--- config.mk ---
export PLATFORM = sky130hd
export DESIGN_NAME = multicycle_control
export DESIGN_NICKNAME = d
export VERILOG_FILES = /design/src/rtl/multicycle_control.sv
export SDC_FILE = /design/constraint.sdc
export NUM_CORES = 1
export LEC_CHECK = 0
export BUFFER_PORTS_ARGS = -buffer_cell sky130_fd_sc_hd__buf_4
export CAP_MARGIN = 20
export CORE_ASPECT_RATIO = 0.6
export CORE_UTILIZATION = 45
export DETAILED_ROUTE_END_ITERATION = 7
export PLACE_DENSITY = 0.72
export SYNTH_ARGS = -nofsm -noshare
export SYNTH_HDL_FRONTEND = slang
export SYNTH_SLANG_ARGS = --single-unit
--- constraint.sdc ---
create_clock -name clk -period 3.4 [get_ports clk]
set_input_delay 0.51 -clock clk [delete_from_list [all_inputs] [get_ports clk]]
set_output_delay 0.51 -clock clk [all_outputs]
set_load 0.01 [all_outputs]
--- src/rtl/multicycle_control.sv ---
// Multicycle processor control unit.
// Sequences each instruction through fetch, decode and the opcode-specific
// execute/memory/writeback states, owns the program counter, and keeps
// retired-instruction and active-cycle counters. Running past the end of
// instruction memory parks the machine in HALT until reset.
//
// state      | meaning
// -----------+--------------------------------------------------
// FETCH      | latch pc into pc_prev, advance pc, fetch enabled
// DECODE     | dispatch on opcode; unknown opcode ends here
// MEM_ADDR   | compute load/store address (alu_src, add)
// MEM_READ   | data memory read
// WB_MEM     | write loaded data to register file (final)
// MEM_WRITE  | data memory write (final)
// EXEC_R     | R-type ALU operation
// EXEC_I     | I-type ALU operation
// WB_R       | write ALU result to register file (final)
// BRANCH     | compare; on zero redirect pc to pc_prev + imm (final)
// HALT       | pc past end of program, absorbing until reset

module multicycle_control #(
    parameter int N_INSTR = 15
) (
    input  logic        clk,
    input  logic        reset,
    input  logic [6:0]  opcode,
    input  logic        zero,
    input  logic [31:0] imm,
    output logic [3:0]  state,
    output logic [31:0] pc,
    output logic        reg_write,
    output logic        mem_read,
    output logic        mem_write,
    output logic        alu_src,
    output logic        mem_to_reg,
    output logic [1:0]  alu_op,
    output logic        halt,
    output logic [15:0] retired,
    output logic [31:0] cycles
);

    localparam logic [3:0] S_FETCH     = 4'b0000;
    localparam logic [3:0] S_DECODE    = 4'b0001;
    localparam logic [3:0] S_MEM_ADDR  = 4'b0010;
    localparam logic [3:0] S_MEM_READ  = 4'b0011;
    localparam logic [3:0] S_WB_MEM    = 4'b0100;
    localparam logic [3:0] S_MEM_WRITE = 4'b0101;
    localparam logic [3:0] S_EXEC_R    = 4'b0110;
    localparam logic [3:0] S_WB_R      = 4'b0111;
    localparam logic [3:0] S_BRANCH    = 4'b1000;
    localparam logic [3:0] S_EXEC_I    = 4'b1001;
    localparam logic [3:0] S_HALT      = 4'b1111;

    localparam logic [6:0] OP_R      = 7'b0110011;
    localparam logic [6:0] OP_I      = 7'b0010011;
    localparam logic [6:0] OP_LOAD   = 7'b0000011;
    localparam logic [6:0] OP_STORE  = 7'b0100011;
    localparam logic [6:0] OP_BRANCH = 7'b1100011;

    localparam logic [31:0] PC_LIMIT = 32'(N_INSTR);

    logic [3:0]  state_next;
    logic [31:0] pc_prev;
    logic [31:0] pc_branch;
    logic        branch_taken;
    logic [31:0] pc_upd;
    logic [3:0]  end_next;
    logic        retire;

    // PC as it will be after this cycle; decides HALT vs FETCH at instruction end
    always_comb begin
        pc_branch    = pc_prev + imm;
        branch_taken = (state == S_BRANCH) && zero;
        pc_upd       = branch_taken ? pc_branch : pc;
        end_next     = (pc_upd >= PC_LIMIT) ? S_HALT : S_FETCH;
        retire       = (state == S_WB_MEM) || (state == S_WB_R) ||
                       (state == S_MEM_WRITE) || (state == S_BRANCH);
    end

    // State register
    always_ff @(posedge clk or posedge reset) begin
        if (reset) begin
            state <= S_FETCH;
        end else begin
            state <= state_next;
        end
    end

    // Next-state selection
    always_comb begin
        state_next = S_FETCH;
        case (state)
            S_FETCH:     state_next = S_DECODE;
            S_DECODE: begin
                case (opcode)
                    OP_R:               state_next = S_EXEC_R;
                    OP_I:               state_next = S_EXEC_I;
                    OP_LOAD, OP_STORE:  state_next = S_MEM_ADDR;
                    OP_BRANCH:          state_next = S_BRANCH;
                    default:            state_next = end_next;
                endcase
            end
            S_MEM_ADDR:  state_next = (opcode == OP_LOAD) ? S_MEM_READ : S_MEM_WRITE;
            S_MEM_READ:  state_next = S_WB_MEM;
            S_EXEC_R:    state_next = S_WB_R;
            S_EXEC_I:    state_next = S_WB_R;
            S_WB_MEM,
            S_WB_R,
            S_MEM_WRITE,
            S_BRANCH:    state_next = end_next;
            S_HALT:      state_next = S_HALT;
            default:     state_next = S_FETCH;
        endcase
    end

    // Moore datapath controls decoded from the current state
    always_comb begin
        reg_write  = 1'b0;
        mem_read   = 1'b0;
        mem_write  = 1'b0;
        alu_src    = 1'b0;
        mem_to_reg = 1'b0;
        alu_op     = 2'b00;
        halt       = 1'b0;
        case (state)
            S_MEM_ADDR:  begin alu_src = 1'b1; alu_op = 2'b00; end
            S_MEM_READ:  mem_read = 1'b1;
            S_WB_MEM:    begin reg_write = 1'b1; mem_to_reg = 1'b1; end
            S_MEM_WRITE: mem_write = 1'b1;
            S_EXEC_R:    alu_op = 2'b10;
            S_EXEC_I:    begin alu_src = 1'b1; alu_op = 2'b11; end
            S_WB_R:      reg_write = 1'b1;
            S_BRANCH:    alu_op = 2'b01;
            S_HALT:      halt = 1'b1;
            default:     ;
        endcase
    end

    // PC, branch base and counters; everything freezes in HALT
    always_ff @(posedge clk or posedge reset) begin
        if (reset) begin
            pc      <= 32'd0;
            pc_prev <= 32'd0;
            retired <= 16'd0;
            cycles  <= 32'd0;
        end else if (state != S_HALT) begin
            cycles <= cycles + 32'd1;
            if (state == S_FETCH) begin
                pc_prev <= pc;
                pc      <= pc + 32'd1;
            end else if (branch_taken) begin
                pc <= pc_branch;
            end
            if (retire) begin
                retired <= retired + 16'd1;
            end
        end
    end

endmodule

==> flow_metrics.tcl <==
set metrics [dict create \
    status "finished, violations left" \
    violations "setup timing" \
    routed_wl_mm 24.6 \
    grt_pass1_wl_mm 38.8 \
    cp_max_fo 5 \
    placed_area_sq_mm 0.00944 \
    final-hold-violation-count 0 \
    clkLatencyLatePin_ns 0.42 \
    ys_ff_latch 116 \
    synth_flop_cell "dfrtp_1" \
    fin_nets 1204 \
    final_area_sq_mm 0.0102 \
    drc 0 \
    dp_hpwl_mm 17.7 \
    r2r_slack_ns -0.07 \
    layout_setup_ws_ns -0.0693 \
    dieArea_sq_mm 0.0178 \
    fin_skew_ns 0.0129 \
    synth_edf_count 0 \
    cellLeakagePower_nw 4.83 \
    cp_num_cells 12 \
    grt.total_usage_pct 27.7 \
    syn_area_sq_mm 0.00775 \
    antenna_cells 0 \
    fmax_mhz 288 \
    critPathTopFamily "compound AO/OA/AOI/OAI gates" \
    antenna_found_initial 0 \
    drtAntennaViolNets 0 \
    synth_cell_types 78 \
    maxSlewHeadroom_pct 52.3 \
    cts_tree "done" \
    ir_worst_vdd_mv 0.284 \
    die_h_microns 104 \
    ys_seq_area_share_pct 37.4 \
    viasPerCell 5.78 \
    cpPeakStageDelay_ns 0.40 \
    p_per_area_mw_per_mm2 350 \
    cts_root_buf "clkbuf_16" \
    numCtsBuffers 17 \
    nFillCells 1459 \
    fin_util_pct 61.9 \
    rr_worst_depth 12 \
    grt_overflow 0 \
    hold_ws_ns 0.208 \
    dr.pass1.iters 5 \
    start_util_pct 46.9 \
    r2r-start "pc_prev[6]$_DFFE_PP0P_" \
    min_period_ns 3.47 \
    syn_to_final_growth_pct 32.0 \
    num_rows 36 \
    gp_congestion 0.957 \
    dieWidth_microns 171 \
    grt_pass1_vias 7226 \
    grt_setup_unrepaired "yes" \
    cts_max_path_buffers 2 \
    drt_iter0_drc 748 \
    crit_start "pc_prev[6]$_DFFE_PP0P_" \
    synth_async_sr_flop_share_pct 100 \
    synth_area_per_cell_sq_um 8.27 \
    syn_inst 938 \
    cp_num_buf_inv 0 \
    cp-start-kind "flop" \
    crit_chain "ha_1, a21o_1, a31oi_1, o211a_2, o21ai_1, xnor2_1, o211a_1, o211ai_1, nor4_2, nand4_2, o22ai_2, o311ai_2" \
    critical_path_required_ns 3.68 \
    wire_per_inst_microns 18.0 \
    io_pins 134 \
    criticalPathCategory "flop to flop" \
    port_buffers 133 \
    finalSetupTns_ns -0.126 \
    tightestPinTransition_ns 0.714 \
    worst_hold_path_type "input port to asynchronous set/reset pin" \
    finalSetupViolations 4 \
    synthesis.nets 1015 \
    yosysWarnings 0 \
    cp_slowest_cell "o211a_2" \
    fp.coreArea_sq_mm 0.0165 \
    end_kind "flop" \
    r2r_end "state[1]$_DFF_PP0_" \
    clk_pin_slew_ns 0.06 \
    finalCritPeriodShare_pct 102 \
    clock-sinks 116 \
    arrival_ns 3.75 \
    drive_above_1_share_pct 26.1 \
    crit_end "state[1]$_DFF_PP0_" \
    grt_max_degree 61 \
    drv_slew 0 \
    drv_cap 0 \
    fin_cells 1368 \
    cts_max_level 4 \
    dp_cells 1329 \
    vias 7904 \
]
[layout by cell type, fill, tap and decap left out, types with 4 or more instances in the layout]
cell	instances
nand2_1	171
nor3_1	19
clkbuf_16	17
o21a_1	10
nor4_1	5
o22ai_1	8
a31oi_1	7
clkinvlp_4	6
nand4_1	30
xnor2_1	39
bufinv_16	4
dfrtp_1	116
o211ai_1	7
mux2i_1	5
buf_4	215
or4_1	6
a21oi_1	61
and2_1	4
o21ai_1	9
nor4_2	4
inv_1	16
nand3_1	39
a211oi_1	5
nor2_1	79
and3_1	14
ha_1	32
o21bai_1	7
o31ai_1	5
xor2_1	29
a21o_1	10
nand2b_1	8
o21ai_0	50
or3_1	10
[worst min-delay path by stage]
stage / slack [ns] / end / cells past startpoint
6_report: 0.21 / cycles[17]$_DFFE_PP0N_ / 2
3_5_place_dp: 0.46 / cycles[31]$_DFFE_PP0N_ / 1
3_3_place_gp: 0.46 / cycles[31]$_DFFE_PP0N_ / 1
5_1_grt: 0.26 / cycles[24]$_DFFE_PP0N_ / 2
2_1_floorplan: 0.45 / pc_prev[29]$_DFFE_PP0P_ / 2
4_1_cts: 0.23 / pc_prev[29]$_DFFE_PP0P_ / 2
[final cells by class]
cell class,count,area [sq um],share of cell area (%)
Multi-Input combinational cell,754,4660,45.6
Sequential cell,116,2900,28.3
Tap cell,228,285,2.79
Inverter,20,78.8,0.770
Clock inverter,12,176,1.72
Clock buffer,20,467,4.56
Timing Repair Buffer,218,1670,16.3
[per-layer routing]
| layer | GRT usage (%) | wire length, microns | vias to the layer above |
|---|---|---|---|
| met1 | 43.7 | 11900 | 3738 |
| met5 | 0 | 0 | - |
| met4 | 5.23 | 301 | 0 |
| met3 | 6.99 | 2520 | 37 |
| met2 | 37.4 | 9890 | 382 |
| li1 | - | - | 3747 |
[flip-flops by register name, indices dropped and copies added (netlist names)]
| name | count |
|---|---|
| retired | 16 |
| cycles | 32 |
| pc_prev | 32 |
| pc | 32 |
| state | 4 |
[power by group]
part           switching [W]  internal, W  leakage [nW]  total (W)
Sequential                 0      0.00138          1.52    0.00138
Combinational       0.000115    0.0000910          3.02   0.000206
Clock               0.000713      0.00129         0.301    0.00200
Total               0.000829      0.00276          4.83    0.00359
[Yosys cell counts, types with 7 or more instances]
cell | count | area (sq um)
nand4_1 | 30 | 188
inv_1 | 18 | 67.6
o211ai_1 | 7 | 52.6
ha_1 | 34 | 425
nor3_1 | 19 | 95.1
xnor2_1 | 39 | 342
or3_1 | 10 | 62.6
clkbuf_1 | 28 | 105
a21o_1 | 10 | 75.1
o22ai_1 | 9 | 56.3
xor2_1 | 29 | 254
a31oi_1 | 7 | 43.8
o21ai_1 | 10 | 50.1
buf_2 | 12 | 60.1
o21ai_0 | 52 | 260
a21oi_1 | 63 | 315
o21a_1 | 10 | 75.1
a211oi_1 | 8 | 60.1
dfrtp_1 | 116 | 2900
o21bai_1 | 7 | 52.6
nand3_1 | 39 | 195
nand2b_1 | 8 | 50.1
and3_1 | 14 | 87.6
nor2_1 | 79 | 297
nand2_1 | 172 | 646
[repair_timing]
item                                    in CTS  in global routing
buffers inserted                             0                  7
endpoints found under the setup margin       4                  4
hold buffers                                 0                  0
gates resized for setup                      7                 18
pin swaps                                    4                  8
[per-stage QoR]
step	setup WS [ns]	total power, W
after floorplan	0.207	0.00150
after global placement	-0.284	0.00160
after detailed placement	-0.478	0.00160
after CTS	0.00677	0.00360
after global routing	-0.176	0.00368
final	-0.0693	0.00359
[cell families (layout without fill, tap and decap cells)]
family | Yosys count | after routing | share of synthesized area (%)
AND/OR/NAND/NOR | 418 | 418 | 25.9
AO/OA/AOI/OAI | 227 | 227 | 18.6
flip-flops | 116 | 116 | 37.4
XOR/XNOR | 68 | 68 | 7.68
buffers and inverters | 68 | 270 | 3.82
adder cells (fa/ha/maj) | 35 | 35 | 5.74
multiplexers | 6 | 6 | 0.791
No activity file was read; power rests on OpenSTA's default activity.
